## src/rtl/psu_sync_pkg.sv

```systemverilog
// -----------------------------------------------------------------------------
// psu_sync_pkg
// Shared definitions for the PSU synchronisation generator:
//   - FSM state encoding (IDLE / RUN / DRAIN)
//   - legacy frequency presets (half period H and phase step S)
//   - cfg_legal(): configuration legality check shared by RTL and bench
// -----------------------------------------------------------------------------
package psu_sync_pkg;

  localparam logic [1:0] ST_IDLE  = 2'd0;
  localparam logic [1:0] ST_RUN   = 2'd1;
  localparam logic [1:0] ST_DRAIN = 2'd2;

  // Legacy fixed-mode equivalents.
  localparam int SYNC_H_16M = 16;
  localparam int SYNC_S_16M = 4;
  localparam int SYNC_H_8M  = 8;
  localparam int SYNC_S_8M  = 2;

  // A configuration is usable when the half period is non-zero and the last
  // phase edge still lands inside the half period. The product is formed at
  // 64 bits so no field width can truncate it.
  function automatic logic cfg_legal(input logic [31:0] h,
                                     input logic [31:0] s,
                                     input int          nph);
    logic [63:0] span;
    span = 64'(nph - 1) * 64'(s);
    return (h != 32'd0) && (span < 64'(h));
  endfunction

endpackage

```

## src/rtl/psu_sync_edge_seq.sv

```systemverilog
// -----------------------------------------------------------------------------
// psu_sync_edge_seq
// Edge sequencer and phase output registers. Counts the half period (hc),
// tracks which half is running (hb) and walks through the phases in order,
// toggling ph[idx] when hc reaches its threshold thr = idx*S.
//
// Ports:
//   clk       system clock
//   reset     asynchronous active-low reset
//   active_i  high while the controlling FSM is in RUN or DRAIN
//   h_i       shadowed half period H (clk cycles)
//   s_i       shadowed phase step S (clk cycles)
//   ph_o      registered phase outputs, ph_o[0] leads
//   strobe_o  registered one-cycle pulse at each period start
//   last_o    high on the last cycle of a period (hb=1, hc=H-1)
// -----------------------------------------------------------------------------
module psu_sync_edge_seq
  import psu_sync_pkg::*;
#(
  parameter int NPH  = 4,
  parameter int DIVW = 8
) (
  input  logic            clk,
  input  logic            reset,
  input  logic            active_i,
  input  logic [DIVW-1:0] h_i,
  input  logic [DIVW-1:0] s_i,
  output logic [NPH-1:0]  ph_o,
  output logic            strobe_o,
  output logic            last_o
);

  localparam int IW = $clog2(NPH + 1);          // idx must reach NPH
  localparam int TW = DIVW + $clog2(NPH) + 1;   // thr can reach NPH*S

  logic [DIVW-1:0] hc_q, hc_d;
  logic            hb_q, hb_d;
  logic [IW-1:0]   idx_q, idx_d;
  logic [TW-1:0]   thr_q, thr_d;
  logic [NPH-1:0]  ph_q, ph_d;
  logic            strobe_q, strobe_d;

  logic [IW-1:0]   cur_idx;
  logic [TW-1:0]   cur_thr;
  logic            hc_last;

  assign hc_last = (hc_q == h_i - DIVW'(1));
  assign last_o  = active_i & hb_q & hc_last;

  always_comb begin
    // NOTE: every variable gets a default before any branch, so no path
    // leaves one unassigned and no latch is inferred.
    hc_d     = hc_q;
    hb_d     = hb_q;
    idx_d    = idx_q;
    thr_d    = thr_q;
    ph_d     = ph_q;
    strobe_d = 1'b0;
    // Each half period restarts the walk from phase 0 at threshold 0.
    cur_idx  = (hc_q == '0) ? '0 : idx_q;
    cur_thr  = (hc_q == '0) ? '0 : thr_q;

    if (!active_i) begin
      hc_d  = '0;
      hb_d  = 1'b0;
      idx_d = '0;
      thr_d = '0;
      ph_d  = '0;
    end else begin
      strobe_d = ~hb_q && (hc_q == '0);

      // With S>0 at most one phase matches per cycle; with S=0 every phase
      // shares threshold 0 and all toggle together.
      for (int j = 0; j < NPH; j++) begin
        if (cur_idx < IW'(NPH) && cur_thr == TW'(hc_q)) begin
          for (int k = 0; k < NPH; k++) begin
            if (cur_idx == IW'(k)) ph_d[k] = ~hb_q;
          end
          cur_idx = cur_idx + IW'(1);
          cur_thr = cur_thr + TW'(s_i);
        end
      end
      idx_d = cur_idx;
      thr_d = cur_thr;

      if (hc_last) begin
        hc_d = '0;
        hb_d = ~hb_q;
      end else begin
        hc_d = hc_q + DIVW'(1);
      end
    end
  end

  // NOTE: sequential state uses non-blocking assignments so every register
  // samples the pre-edge values, independent of statement order.
  always_ff @(posedge clk or negedge reset) begin
    if (!reset) begin
      hc_q     <= '0;
      hb_q     <= 1'b0;
      idx_q    <= '0;
      thr_q    <= '0;
      ph_q     <= '0;
      strobe_q <= 1'b0;
    end else begin
      hc_q     <= hc_d;
      hb_q     <= hb_d;
      idx_q    <= idx_d;
      thr_q    <= thr_d;
      ph_q     <= ph_d;
      strobe_q <= strobe_d;
    end
  end

  assign ph_o     = ph_q;
  assign strobe_o = strobe_q;

endmodule

```

## src/rtl/psu_sync_gen_n.sv

```systemverilog
// -----------------------------------------------------------------------------
// psu_sync_gen_n
// Parametrised PSU synchronisation generator: NPH square-wave phases with a
// programmable half period H and inter-phase step S. Configuration is
// shadowed and only reloaded on the last cycle of a period; dropping en lets
// the running period drain before going idle.
//
// Ports:
//   clk            system clock (8 or 16 MHz)
//   reset          asynchronous active-low reset
//   en             run request, level sensitive
//   half_period    H, clk cycles per output half period
//   phase_step     S, clk cycles between successive phase edges
//   ph             phase outputs, ph[0] leads
//   running        high in RUN and DRAIN
//   period_strobe  one-cycle pulse at each period start
//   cfg_err        sampled configuration is illegal
// -----------------------------------------------------------------------------
module psu_sync_gen_n
  import psu_sync_pkg::*;
#(
  parameter int NPH  = 4,
  parameter int DIVW = 8
) (
  input  logic            clk,
  input  logic            reset,
  input  logic            en,
  input  logic [DIVW-1:0] half_period,
  input  logic [DIVW-1:0] phase_step,
  output logic [NPH-1:0]  ph,
  output logic            running,
  output logic            period_strobe,
  output logic            cfg_err
);

  logic [1:0]      state_q, state_d;
  logic [DIVW-1:0] h_q, h_d;
  logic [DIVW-1:0] s_q, s_d;
  logic            cfg_err_q, cfg_err_d;

  logic            in_legal;
  logic            period_last;
  logic            active;

  // Legality is judged on the values about to enter the shadow registers,
  // so the period that follows always runs on exactly what was checked.
  assign in_legal = cfg_legal(32'(half_period), 32'(phase_step), NPH);
  assign active   = (state_q != ST_IDLE);

  always_comb begin
    state_d   = state_q;
    h_d       = h_q;
    s_d       = s_q;
    cfg_err_d = cfg_err_q;

    unique case (state_q)
      ST_IDLE: begin
        h_d = half_period;
        s_d = phase_step;
        if (en) begin
          if (in_legal) begin
            state_d   = ST_RUN;
            cfg_err_d = 1'b0;
          end else begin
            cfg_err_d = 1'b1;
          end
        end else begin
          cfg_err_d = 1'b0;
        end
      end

      ST_RUN: begin
        if (period_last) begin
          h_d = half_period;
          s_d = phase_step;
          if (!in_legal) begin
            state_d   = ST_IDLE;
            cfg_err_d = 1'b1;
          end else if (!en) begin
            state_d = ST_IDLE;
          end
        end else if (!en) begin
          state_d = ST_DRAIN;
        end
      end

      ST_DRAIN: begin
        if (period_last) begin
          h_d = half_period;
          s_d = phase_step;
          if (en && in_legal) begin
            state_d = ST_RUN;
          end else begin
            state_d   = ST_IDLE;
            cfg_err_d = en;
          end
        end else if (en) begin
          // Counters are untouched, so resuming mid-period is glitch-free.
          state_d = ST_RUN;
        end
      end

      default: begin
        state_d   = ST_IDLE;
        cfg_err_d = 1'b0;
      end
    endcase
  end

  always_ff @(posedge clk or negedge reset) begin
    if (!reset) begin
      state_q   <= ST_IDLE;
      h_q       <= '0;
      s_q       <= '0;
      cfg_err_q <= 1'b0;
    end else begin
      state_q   <= state_d;
      h_q       <= h_d;
      s_q       <= s_d;
      cfg_err_q <= cfg_err_d;
    end
  end

  psu_sync_edge_seq #(
    .NPH  (NPH),
    .DIVW (DIVW)
  ) u_edge_seq (
    .clk      (clk),
    .reset    (reset),
    .active_i (active),
    .h_i      (h_q),
    .s_i      (s_q),
    .ph_o     (ph),
    .strobe_o (period_strobe),
    .last_o   (period_last)
  );

  assign running = active;
  assign cfg_err = cfg_err_q;

endmodule

```

## config.mk

```make
export PLATFORM = sky130hd
export DESIGN_NAME = psu_sync_gen_n
export DESIGN_NICKNAME = d
export VERILOG_FILES = /design/src/rtl/psu_sync_pkg.sv /design/src/rtl/psu_sync_edge_seq.sv /design/src/rtl/psu_sync_gen_n.sv
export SDC_FILE = /design/constraint.sdc
export NUM_CORES = 1
export LEC_CHECK = 0
export CELL_PAD_IN_SITES_DETAIL_PLACEMENT = 0
export CELL_PAD_IN_SITES_GLOBAL_PLACEMENT = 1
export CORE_ASPECT_RATIO = 0.6
export CORE_MARGIN = 2
export CORE_UTILIZATION = 32
export DETAILED_ROUTE_END_ITERATION = 16
export GPL_ROUTABILITY_DRIVEN = 0
export GPL_TIMING_DRIVEN = 0
export PLACE_DENSITY_LB_ADDON = 0.1
export SETUP_SLACK_MARGIN = 0.15
export SLEW_MARGIN = 15
export SYNTH_ARGS = -nofsm -noshare
export SYNTH_HDL_FRONTEND = slang
export SYNTH_HIERARCHICAL = 1
export SYNTH_SLANG_ARGS = --single-unit
```

## constraint.sdc

```tcl
create_clock -name clk -period 9.15 [get_ports clk]
set_clock_uncertainty 0.05 [all_clocks]
set_input_delay 1.3725 -clock clk [delete_from_list [all_inputs] [get_ports clk]]
set_output_delay 1.3725 -clock clk [all_outputs]
set_load 0.05 [all_outputs]
```

==> tab_implementation.tex <==
\begin{tabular}{lr}
\hline
Metric & Value \\
\hline
\multicolumn{2}{l}{\textbf{Timing}} \\
\quad Transition at the pin with the smallest max-transition slack & 0.776 ns \\
\quad Final total negative setup slack & 0 ns \\
\quad Fmax & 115 MHz \\
\quad Max\_slew headroom & 46.8\% \\
\quad Share of the cycle needed by the critical path after routing & 95.3\% \\
\quad Unrepaired setup endpoints after global routing & no \\
\quad Final worst path period need & 8.72 ns \\
\quad Worst Hold Margin & 0.471 ns \\
\quad Final setup violation count & 0 \\
\quad Pins over their slew limit & 0 \\
\quad Endpoints failing hold & 0 \\
\multicolumn{2}{l}{\textbf{Worst setup path}} \\
\quad Critical Path Sink Type & register \\
\quad Worst endpoint data arrival time & 8.88 ns \\
\quad Cell with the biggest individual delay on the critical path & sky130\_fd\_sc\_hd\_\_or4\_1 \\
\quad CP max FO & 10 \\
\quad Slowest cell delay on critical path & 0.55 ns \\
\quad Worst setup SP type & register \\
\quad Slack of the worst reg-to-reg path & 0.43 ns \\
\quad Register-to-Register Path Depth & 33 \\
\quad Destination of the worst register-to-register timing path & u\_edge\_seq/ph\_o[1]\$\_DFF\_PN0\_ \\
\quad Most frequent cell on the critical path & sky130\_fd\_sc\_hd\_\_ha\_1 \\
\quad Critical Setup Path Class & register to register \\
\quad Worst Path Required & 9.31 ns \\
\quad Start of the worst register-to-register path & u\_edge\_seq/hc\_q[0]\$\_DFF\_PN0\_ \\
\multicolumn{2}{l}{\textbf{Synthesis}} \\
\quad Post-synthesis area per instance & 8.24 um2 \\
\quad Number of warning messages in the yosys log & 6 \\
\quad Commonest register cell after synthesis & sky130\_fd\_sc\_hd\_\_dfrtp\_1 \\
\quad Async set-reset flop share out of synthesis & 100\% \\
\quad Net Count, Synth & 867 \\
\quad Register bit total from synthesis & 47 \\
\quad Netlist cell types & 98 \\
\quad Synthesized area & 6350 um2 \\
\quad Post-synthesis cell count & 771 \\
\quad Proportion of synthesized chip area in sequential cells & 18.5\% \\
\quad EDFF count, synth & 0 \\
\multicolumn{2}{l}{\textbf{Run}} \\
\quad Max-cap violation count & 0 \\
\multicolumn{2}{l}{\textbf{Worst hold path}} \\
\quad Path category of the worst min-delay check & register to register \\
\quad WHS Endpoint & h\_q[6]\$\_DFFE\_PN0P\_ \\
\quad Hold Path Depth & 2 \\
\quad Start point of the worst min-delay path & h\_q[6]\$\_DFFE\_PN0P\_ \\
\multicolumn{2}{l}{\textbf{Final layout}} \\
\quad Layout cell share with drive strength beyond 1 & 13.3\% \\
\quad Area of the multi-input gates & 4990 um2 \\
\quad Final \#Nets & 908 \\
\quad Layout Area Growth over Synthesis & 15.9\% \\
\quad Register Area & 1180 um2 \\
\quad Fillers & 1985 \\
\quad Number of diodes added for antenna fixing & 0 \\
\multicolumn{2}{l}{\textbf{Die}} \\
\quad Die footprint & 21000 um2 \\
\quad Row count & 39 \\
\quad Placeable core region & 19200 um2 \\
\quad Y dimension of the die & 113 um \\
\quad Initial cell density of the core & 33.0\% \\
\quad Width of the die & 186 um \\
\quad I/O pin count & 26 \\
\multicolumn{2}{l}{\textbf{Global route}} \\
\quad First-pass GRT wire length & 35800 um \\
\quad Overall fraction of global-route tracks in use & 22.7\% \\
\quad Number of antenna violations at the first check in global routing & 1 \\
\quad Global-route congestion overflow total & 0 \\
\quad Largest net degree at the start of global routing & 27 \\
\quad Number of global-route vias before repair & 5914 \\
\multicolumn{2}{l}{\textbf{Route}} \\
\quad Initial DRC count & 521 \\
\quad DRT antenna net count & 0 \\
\quad DRC & 0 \\
\quad DR WL/cell & 21.5 um \\
\quad DR vias/cell & 5.69 \\
\quad Initial DRT Pass Iterations & 5 \\
\quad Routed Wire Length & 23200 um \\
\quad Via count of the routed design & 6140 \\
\multicolumn{2}{l}{\textbf{Place}} \\
\quad Detailed Place HPWL & 18500 um \\
\quad Port bufs & 25 \\
\multicolumn{2}{l}{\textbf{Clock network}} \\
\quad Clock tree from TritonCTS & built \\
\quad Reg clk slew, reported paths & 0.07 ns \\
\quad Clock network latency to the later pin of the worst-skew pair & 0.30 ns \\
\quad Buffer cell driving the clock tree root & sky130\_fd\_sc\_hd\_\_clkbuf\_16 \\
\quad TritonCTS buffer count & 5 \\
\quad Total number of H-tree levels & 2 \\
\quad Deepest clock path buffer count & 2 \\
\quad Clock sink count & 47 \\
\multicolumn{2}{l}{\textbf{Outcome}} \\
\quad Run status & finished, final reports clean \\
\hline
\end{tabular}
[how the worst max path moves through the flow]
stage	depth (start not counted)	startpoint	endpoint	slack, ns
global route	33	u_edge_seq/hc_q[0]$_DFF_PN0_	u_edge_seq/ph_o[1]$_DFF_PN0_	0.09
CTS	40	u_edge_seq/hc_q[1]$_DFF_PN0_	u_edge_seq/thr_q[8]$_DFF_PN0_	0.17
finish	33	u_edge_seq/hc_q[0]$_DFF_PN0_	u_edge_seq/ph_o[1]$_DFF_PN0_	0.43
global placement	40	u_edge_seq/hc_q[0]$_DFF_PN0_	u_edge_seq/thr_q[8]$_DFF_PN0_	-1.55
detailed placement	40	u_edge_seq/hc_q[0]$_DFF_PN0_	u_edge_seq/thr_q[8]$_DFF_PN0_	-1.56
floorplan	39	u_edge_seq/hc_q[1]$_DFF_PN0_	u_edge_seq/thr_q[8]$_DFF_PN0_	1.35
[cell usage in the layout (no fill, tap or decap), types with 20 or more instances in the layout]
cell type / count
sky130_fd_sc_hd__ha_1: 73
sky130_fd_sc_hd__nand2_1: 60
sky130_fd_sc_hd__nor2_1: 56
sky130_fd_sc_hd__inv_1: 48
sky130_fd_sc_hd__dfrtp_1: 47
sky130_fd_sc_hd__a21oi_1: 46
sky130_fd_sc_hd__xnor2_1: 42
sky130_fd_sc_hd__o21ai_0: 34
sky130_fd_sc_hd__clkdlybuf4s50_1: 24
sky130_fd_sc_hd__xor2_1: 22
sky130_fd_sc_hd__nand3_1: 20
[stage by stage]
step / cell area, um2 / setup WS, ns / util, % / cells
6_report: 7360 / 0.435 / 38.3 / 1079
5_1_grt: 7360 / 0.0918 / 38.3 / 1079
4_1_cts: 7200 / 0.165 / 37.5 / 1074
3_5_place_dp: 6960 / -1.56 / 36.2 / 1063
3_3_place_gp: 6930 / -1.55 / 36.1 / 1062
2_1_floorplan: 6350 / 1.35 / - / 771
[synth_stat cells (all sizes together) (6+ instances only)]
master / n / area, um2
nand2b: 7 / 46.3
a31oi: 7 / 43.8
or3: 6 / 38.8
nor3: 20 / 110
nor2b: 6 / 37.5
or4: 10 / 78.8
inv: 50 / 188
o21bai: 8 / 60.1
nand3: 21 / 110
and3: 11 / 68.8
buf: 17 / 104
nor2: 60 / 235
nor4: 6 / 37.5
and2: 6 / 37.5
ha: 73 / 913
a21oi: 54 / 270
xor2: 25 / 234
xnor2: 44 / 393
o31ai: 6 / 58.8
a211oi: 11 / 87.6
a22oi: 7 / 66.3
a21o: 16 / 120
o211ai: 12 / 95.1
mux2i: 10 / 113
o21ai: 46 / 234
clkbuf: 18 / 68.8
mux2: 10 / 116
nand2: 61 / 229
dfrtp: 47 / 1180
[timing repair]
item | CTS | global route
endpoints found under the setup margin | 16 | 16
resized for setup | 21 | 31
gates cloned | 0 | 1
hold buffers | 0 | 0
buffers inserted | 3 | 4
pin swaps | 2 | 3
[cell type report]
cell class	count	area share [%]
Tap cell	266	4.52
Multi-Input combinational cell	638	67.8
Clock buffer	6	1.75
Sequential cell	47	16.0
Buffer	35	2.65
Inverter	52	2.69
Clock inverter	2	0.221
Timing Repair Buffer	33	4.42
[cells by family after synthesis]
logic type,synth area share (%)
flops,18.5
simple gates,19.8
xor+xnor,9.87
mux,3.61
fa+ha+maj,15.8
buf+inv,5.79
compound gates,26.6
[worst max-delay path: cells and delay by family, from the launching register on]
family	cells	cell delay, ns
multiplexers	1	0.43
AO/OA/AOI/OAI	16	3.09
buffers and inverters	4	0.82
AND/OR/NAND/NOR	6	2.36
XOR/XNOR	3	0.66
adder cells (fa/ha/maj)	3	0.77
flip-flops	1	0.40
[state kept, by name, indices dropped and copies added (netlist names)]
register             flops
cfg_err                  1
h_q                      8
s_q                      8
state_q                  2
u_edge_seq/hb_q          1
u_edge_seq/hc_q          8
u_edge_seq/idx_q         3
u_edge_seq/ph_o          4
u_edge_seq/strobe_o      1
u_edge_seq/thr_q        11
[per-layer routing]
metal / GRT usage (%) / up-vias / share of wire [%] / wire length [um]
li1: - / 2916 / - / -
met1: 37.2 / 3045 / 54 / 12600
met2: 30.2 / 169 / 38 / 8870
met4: 1.94 / 2 / 0.34 / 79
met3: 4.83 / 8 / 6.7 / 1550
met5: 3.53 / - / 0.42 / 97
Power is left out: the tool's default activity adds up to more than one toggle a clock period on the data nets, which glitch-free logic cannot reach.
